### config.mk
export PLATFORM = sky130hd
export DESIGN_NAME = multi_clk_div
export DESIGN_NICKNAME = d
export VERILOG_FILES = /design/src/rtl/multi_clk_div.sv
export SDC_FILE = /design/constraint.sdc
export NUM_CORES = 1
export LEC_CHECK = 0
export ABC_AREA = 1
export BUFFER_PORTS_ARGS = -buffer_cell sky130_fd_sc_hd__buf_2
export CAP_MARGIN = 20
export CORE_ASPECT_RATIO = 0.75
export CORE_MARGIN = 2
export CORE_UTILIZATION = 65
export DETAILED_ROUTE_END_ITERATION = 12
export GPL_TIMING_DRIVEN = 1
export HOLD_SLACK_MARGIN = 0.02
export PLACE_DENSITY = 0.94
export REMOVE_ABC_BUFFERS = 1
export SLEW_MARGIN = 20
export SYNTH_ARGS = -nofsm -noshare
export SYNTH_HDL_FRONTEND = slang
export SYNTH_SLANG_ARGS = --single-unit
### constraint.sdc
create_clock -name clk_in -period 6.6 [get_ports clk_in]
set_input_delay 0.99 -clock clk_in [delete_from_list [all_inputs] [get_ports clk_in]]
set_output_delay 0.99 -clock clk_in [all_outputs]
set_load 0.01 [all_outputs]
### src/rtl/multi_clk_div.sv
// Multi-channel programmable clock divider: each channel divides clk_in by a
// run-time loadable divisor, with glitch-free updates at period boundaries and a shared sync.
module multi_clk_div #(
  parameter int CHANNELS    = 2,
  parameter int CNT_W       = 16,
  parameter int DEFAULT_DIV = 100
) (
  input  logic                      clk_in,
  input  logic                      rst,
  input  logic [CHANNELS-1:0]       en,
  input  logic [CHANNELS*CNT_W-1:0] div_val,
  input  logic [CHANNELS-1:0]       load,
  input  logic                      sync,
  output logic [CHANNELS-1:0]       clk_out,
  output logic [CHANNELS-1:0]       tick,
  output logic [CHANNELS-1:0]       pend
);

  localparam logic [CNT_W-1:0] ONE = CNT_W'(1);
  localparam logic [CNT_W-1:0] TWO = CNT_W'(2);

  for (genvar i = 0; i < CHANNELS; i++) begin : g_chan
    logic [CNT_W-1:0] div_q;
    logic [CNT_W-1:0] pend_div_q;
    logic [CNT_W-1:0] cnt_q;
    logic             pend_q;
    logic             clk_q;
    logic             tick_q;

    logic [CNT_W-1:0] load_div;
    logic [CNT_W-1:0] eff_div;
    logic [CNT_W-1:0] next_cnt;
    logic [CNT_W-1:0] high_time;
    logic             boundary;

    // Divisors below 2 cannot form a high and a low phase, so they are clamped to 2.
    always_comb begin
      load_div  = div_val[i*CNT_W +: CNT_W];
      if (load_div < TWO) begin
        load_div = TWO;
      end
      eff_div   = pend_q ? pend_div_q : div_q;
      boundary  = sync || (cnt_q == div_q - ONE);
      next_cnt  = cnt_q + ONE;
      high_time = div_q - (div_q >> 1);
    end

    always_ff @(posedge clk_in or posedge rst) begin
      if (rst) begin
        div_q      <= CNT_W'(DEFAULT_DIV);
        pend_div_q <= '0;
        pend_q     <= 1'b0;
        cnt_q      <= CNT_W'(DEFAULT_DIV - 1);
        clk_q      <= 1'b0;
        tick_q     <= 1'b0;
      end else begin
        if (!en[i]) begin
          // Parking at D-1 makes the first enabled edge a natural period boundary.
          clk_q  <= 1'b0;
          tick_q <= 1'b0;
          if (pend_q) begin
            div_q  <= pend_div_q;
            cnt_q  <= pend_div_q - ONE;
            pend_q <= 1'b0;
          end else begin
            cnt_q <= div_q - ONE;
          end
        end else if (boundary) begin
          div_q  <= eff_div;
          pend_q <= 1'b0;
          cnt_q  <= '0;
          clk_q  <= 1'b1;
          tick_q <= 1'b1;
        end else begin
          cnt_q  <= next_cnt;
          clk_q  <= (next_cnt < high_time);
          tick_q <= 1'b0;
        end
        // A load always lands in the pending slot, so it waits for the next boundary.
        if (load[i]) begin
          pend_div_q <= load_div;
          pend_q     <= 1'b1;
        end
      end
    end

    assign clk_out[i] = clk_q;
    assign tick[i]    = tick_q;
    assign pend[i]    = pend_q;
  end

endmodule

==> impl_metrics.toml <==
[status]
status = "complete, no violations"

[routing]
via_per_inst = 6.04
wl_per_cell_um = 17.0
drt-pass1-iter-count = 6
drt-total-wl_um = 26300
vias = 9365
ant_nets = 0
drtIter0Drc = 1276
drc = 0

[final_layout]
antenna-diode-count = 0
syn2layout_area_growth_pct = 6.15
post-route-cell-area_um2 = 9850
nets = 1509
layout-drive-gt1-share = 0.0822
fill_cells = 1114

[synthesis]
netlist_instances = 1346
ys_async_sr_fraction = 1.00
syn-cell-area_um2 = 9280
ys_types = 46
avgSynthCellArea_um2 = 6.90
ys_warn_count = 0
synth_seq_area_share = 0.277
yosys_register_bits = 102
ys_dominant_reg_cell = "dfrtp_1"
synth_edf_count = 0

[clock_tree]
tritoncts = "built"
htreeDepth = 3
post_cts_buffers = 0
cts_buffers = 9
clkSlewWorstSetupHoldPaths_ns = 0.08
clk_path_buf_depth = 2
holdBufCountCts = 0
root_buffer = "clkbuf_16"
clkSinkCount = 102
clkLatencyLatePin_ns = 0.37
cts.repair.resized = 0

[setup_path]
cp.depth = 18
reg2reg_depth = 18
crit_path_top_delay_cell = "dfstp_2"
endpoint_kind = "register"
crit_start = "g_chan[0].div_q[2]$_DFFE_PP1P_"
rr_startpoint = "g_chan[0].div_q[2]$_DFFE_PP1P_"
cp.arrival_ns = 3.76
cp.required_ns = 6.84
cp-endpoint = "g_chan[0].clk_q$_DFF_PP0_"
crit_path_max_incr_delay_ns = 0.56
r2r_slack_ns = 3.08
crit_chain = "inv_1, ha_1, inv_1, a21oi_1, o21ai_0, a21oi_1, inv_1, nand2_1, nand2_1, a21boi_0, o21ai_0, xor2_1, ha_1, inv_1, nor3_1, o21ai_0, a21oi_1, o21ai_0"
cp_top_family = "compound AO/OA/AOI/OAI gates"
crit_fanout = 6
cp-start-kind = "register"
path_buf_inv = 4
r2r-end = "g_chan[0].clk_q$_DFF_PP0_"
path_class = "register to register"

[place]
io_buffers = 44
gp_congestion = 0.966
placed_area_um2 = 9540
hpwl_um = 20300

[floorplanning]
start_util = 0.671
fp.dieH_um = 107
die_w_um = 142
pin_count = 45
core_area_um2 = 13800
num_rows = 37
die_area_um2 = 15300

[timing]
fin_crit_sh = 0.533
hold_viol = 0
skew_ns = 0.0146
fin_setup_tns_ns = 0
tightestPinTransition_ns = 1.13
finalSetupViolCount = 0
drv_slew = 0
rsz0062_at_grt = "false"
maxSlewHeadroom = 0.241
max_freq_mhz = 284
fin_crit_ns = 3.52

[worst_hold_path]
min_from = "g_chan[1].div_q[2]$_DFFE_PP1P_"
hold_path_class = "register to register"

[grt]
grt_antenna_before_repair = 0
grt_pass1_wl_um = 42700
track_usage = 0.356
grt_pass1_vias = 8613
grt_max_degree = 78
gr-total-overflow = 0

[pwr]
combPwrFrac = 0.485
p_sw_w = 0.00123
p_per_area_nw_per_um2 = 271
ir_drop_mv = 0.166
swShare = 0.459
pwr-share-seq = 0.309
intPower_w = 0.00145
p_clk_frac = 0.207
power.leakage_nw = 5.20

[flow_run]
drv_cap = 0
## logic make-up (layout without fill, tap and decap cells)
logic type | after synthesis | in the layout | share of synthesized area
DFF | 102 | 102 | 0.277
AOI/OAI and AO/OA | 180 | 180 | 0.107
and+or+nand+nor | 684 | 684 | 0.325
adders and majority gates | 100 | 100 | 0.136
xor gates and xnor gates | 59 | 59 | 0.0557
buffers and inverters | 221 | 250 | 0.0984
## power by group through the flow
stage	Combinational (W)	Clock (W)	Sequential, W
after floorplan	0.000935	0	0.000801
after global placement	0.00119	0	0.000823
after detailed placement	0.00124	0	0.000828
after CTS	0.00126	0.000552	0.000818
after global routing	0.00146	0.000577	0.000833
final	0.00130	0.000552	0.000825
## cells in the mapped netlist (2+ instances only)
| cell type | number | share of area |
|---|---|---|
| o22ai_1 | 3 | 0.0020 |
| clkbuf_1 | 19 | 0.0077 |
| nand3b_1 | 3 | 0.0024 |
| inv_2 | 5 | 0.0020 |
| nand4_1 | 33 | 0.022 |
| o211ai_1 | 10 | 0.0081 |
| ha_1 | 98 | 0.13 |
| nand2_2 | 8 | 0.0054 |
| nor2_2 | 4 | 0.0027 |
| xor2_1 | 58 | 0.055 |
| a22oi_1 | 2 | 0.0016 |
| a21oi_1 | 58 | 0.031 |
| a21boi_0 | 2 | 0.0016 |
| nor4_1 | 9 | 0.0061 |
| dfrtp_1 | 88 | 0.24 |
| nor3_2 | 2 | 0.0022 |
| nor3_1 | 15 | 0.0081 |
| o21ai_0 | 80 | 0.043 |
| buf_2 | 3 | 0.0016 |
| nand2_1 | 358 | 0.14 |
| nor3b_1 | 2 | 0.0016 |
| dfstp_2 | 14 | 0.040 |
| or2_2 | 2 | 0.0013 |
| a31oi_1 | 4 | 0.0027 |
| inv_1 | 180 | 0.073 |
| buf_4 | 8 | 0.0065 |
| nor2_1 | 84 | 0.034 |
| fa_1 | 2 | 0.0043 |
| a211oi_1 | 4 | 0.0032 |
| buf_6 | 3 | 0.0036 |
| o21ai_1 | 5 | 0.0027 |
| nand3_2 | 10 | 0.011 |
| nand3_1 | 153 | 0.083 |
| o31ai_1 | 4 | 0.0032 |
| o2111ai_1 | 2 | 0.0019 |
## state kept, by name, indices dropped and copies added (netlist names)
name / cells
g_chan.pend_q: 2
g_chan.div_q: 32
g_chan.cnt_q: 32
g_chan.clk_q: 2
g_chan.pend_div_q: 32
g_chan.tick_q: 2
## area by class of cell
cell class	count	area (um^2)	share of cell area
well taps	175	219	0.0222
flip-flops and latches	102	2570	0.261
multi-input cells	1023	5800	0.589
clock inverters	7	88.8	0.00902
repair buffers	48	250	0.0254
clock buffers	9	225	0.0229
inverters	186	701	0.0711
## worst reg2reg max path, stage by stage, from the launching register on
cell      delay (ns)
dfstp_2         0.56
inv_1           0.12
ha_1            0.34
inv_1           0.07
a21oi_1         0.12
o21ai_0         0.15
a21oi_1         0.28
inv_1           0.10
nand2_1         0.07
nand2_1         0.11
a21boi_0        0.32
o21ai_0         0.15
xor2_1          0.17
ha_1            0.31
inv_1           0.06
nor3_1          0.14
o21ai_0         0.10
a21oi_1         0.13
o21ai_0         0.09
## per-layer routing
metal,share of wire,global-route usage,vias to the layer above,wire (um)
met3,0.13,0.0983,42,3500
met5,0,0,-,0
met4,0.016,0.0843,0,417
met1,0.45,0.542,4315,11800
li1,-,-,4454,-
met2,0.40,0.498,554,10500
## worst min path at each step
stage,to,slack [ns],depth (start not counted)
6_report,g_chan[1].div_q[2]$_DFFE_PP1P_,0.50,2
5_1_grt,g_chan[0].div_q[6]$_DFFE_PP1P_,0.52,2
4_1_cts,g_chan[1].div_q[2]$_DFFE_PP1P_,0.50,2
3_5_place_dp,g_chan[1].div_q[2]$_DFFE_PP1P_,0.49,2
3_3_place_gp,g_chan[0].div_q[2]$_DFFE_PP1P_,0.47,2
2_1_floorplan,g_chan[0].div_q[2]$_DFFE_PP1P_,0.46,2
## placed cells by master, fill, tap and decap left out, types with 5 or more instances in the layout
cell,count
nor4_1,9
nand2_2,8
o21ai_0,80
buf_2,44
nor2_1,84
a21oi_1,58
nand2_1,358
clkbuf_16,9
o211ai_1,10
nor3_1,15
dfrtp_1,88
ha_1,98
nand3_1,153
xor2_1,58
inv_2,5
nand3_2,10
dfstp_2,14
inv_1,179
nand4_1,33
o21ai_1,5
## stage by stage
step	instances	utilization	worst slack, ns	hold WS (ns)	power [W]
after floorplan	1311	-	2.96	0.461	0.00174
after global placement	1534	0.689	3.29	0.473	0.00202
after detailed placement	1534	0.689	3.20	0.488	0.00207
after CTS	1550	0.712	3.17	0.499	0.00263
after global routing	1550	0.712	2.68	0.523	0.00287
final	1550	0.712	3.08	0.505	0.00267
No activity file was read; power rests on OpenSTA's default activity.
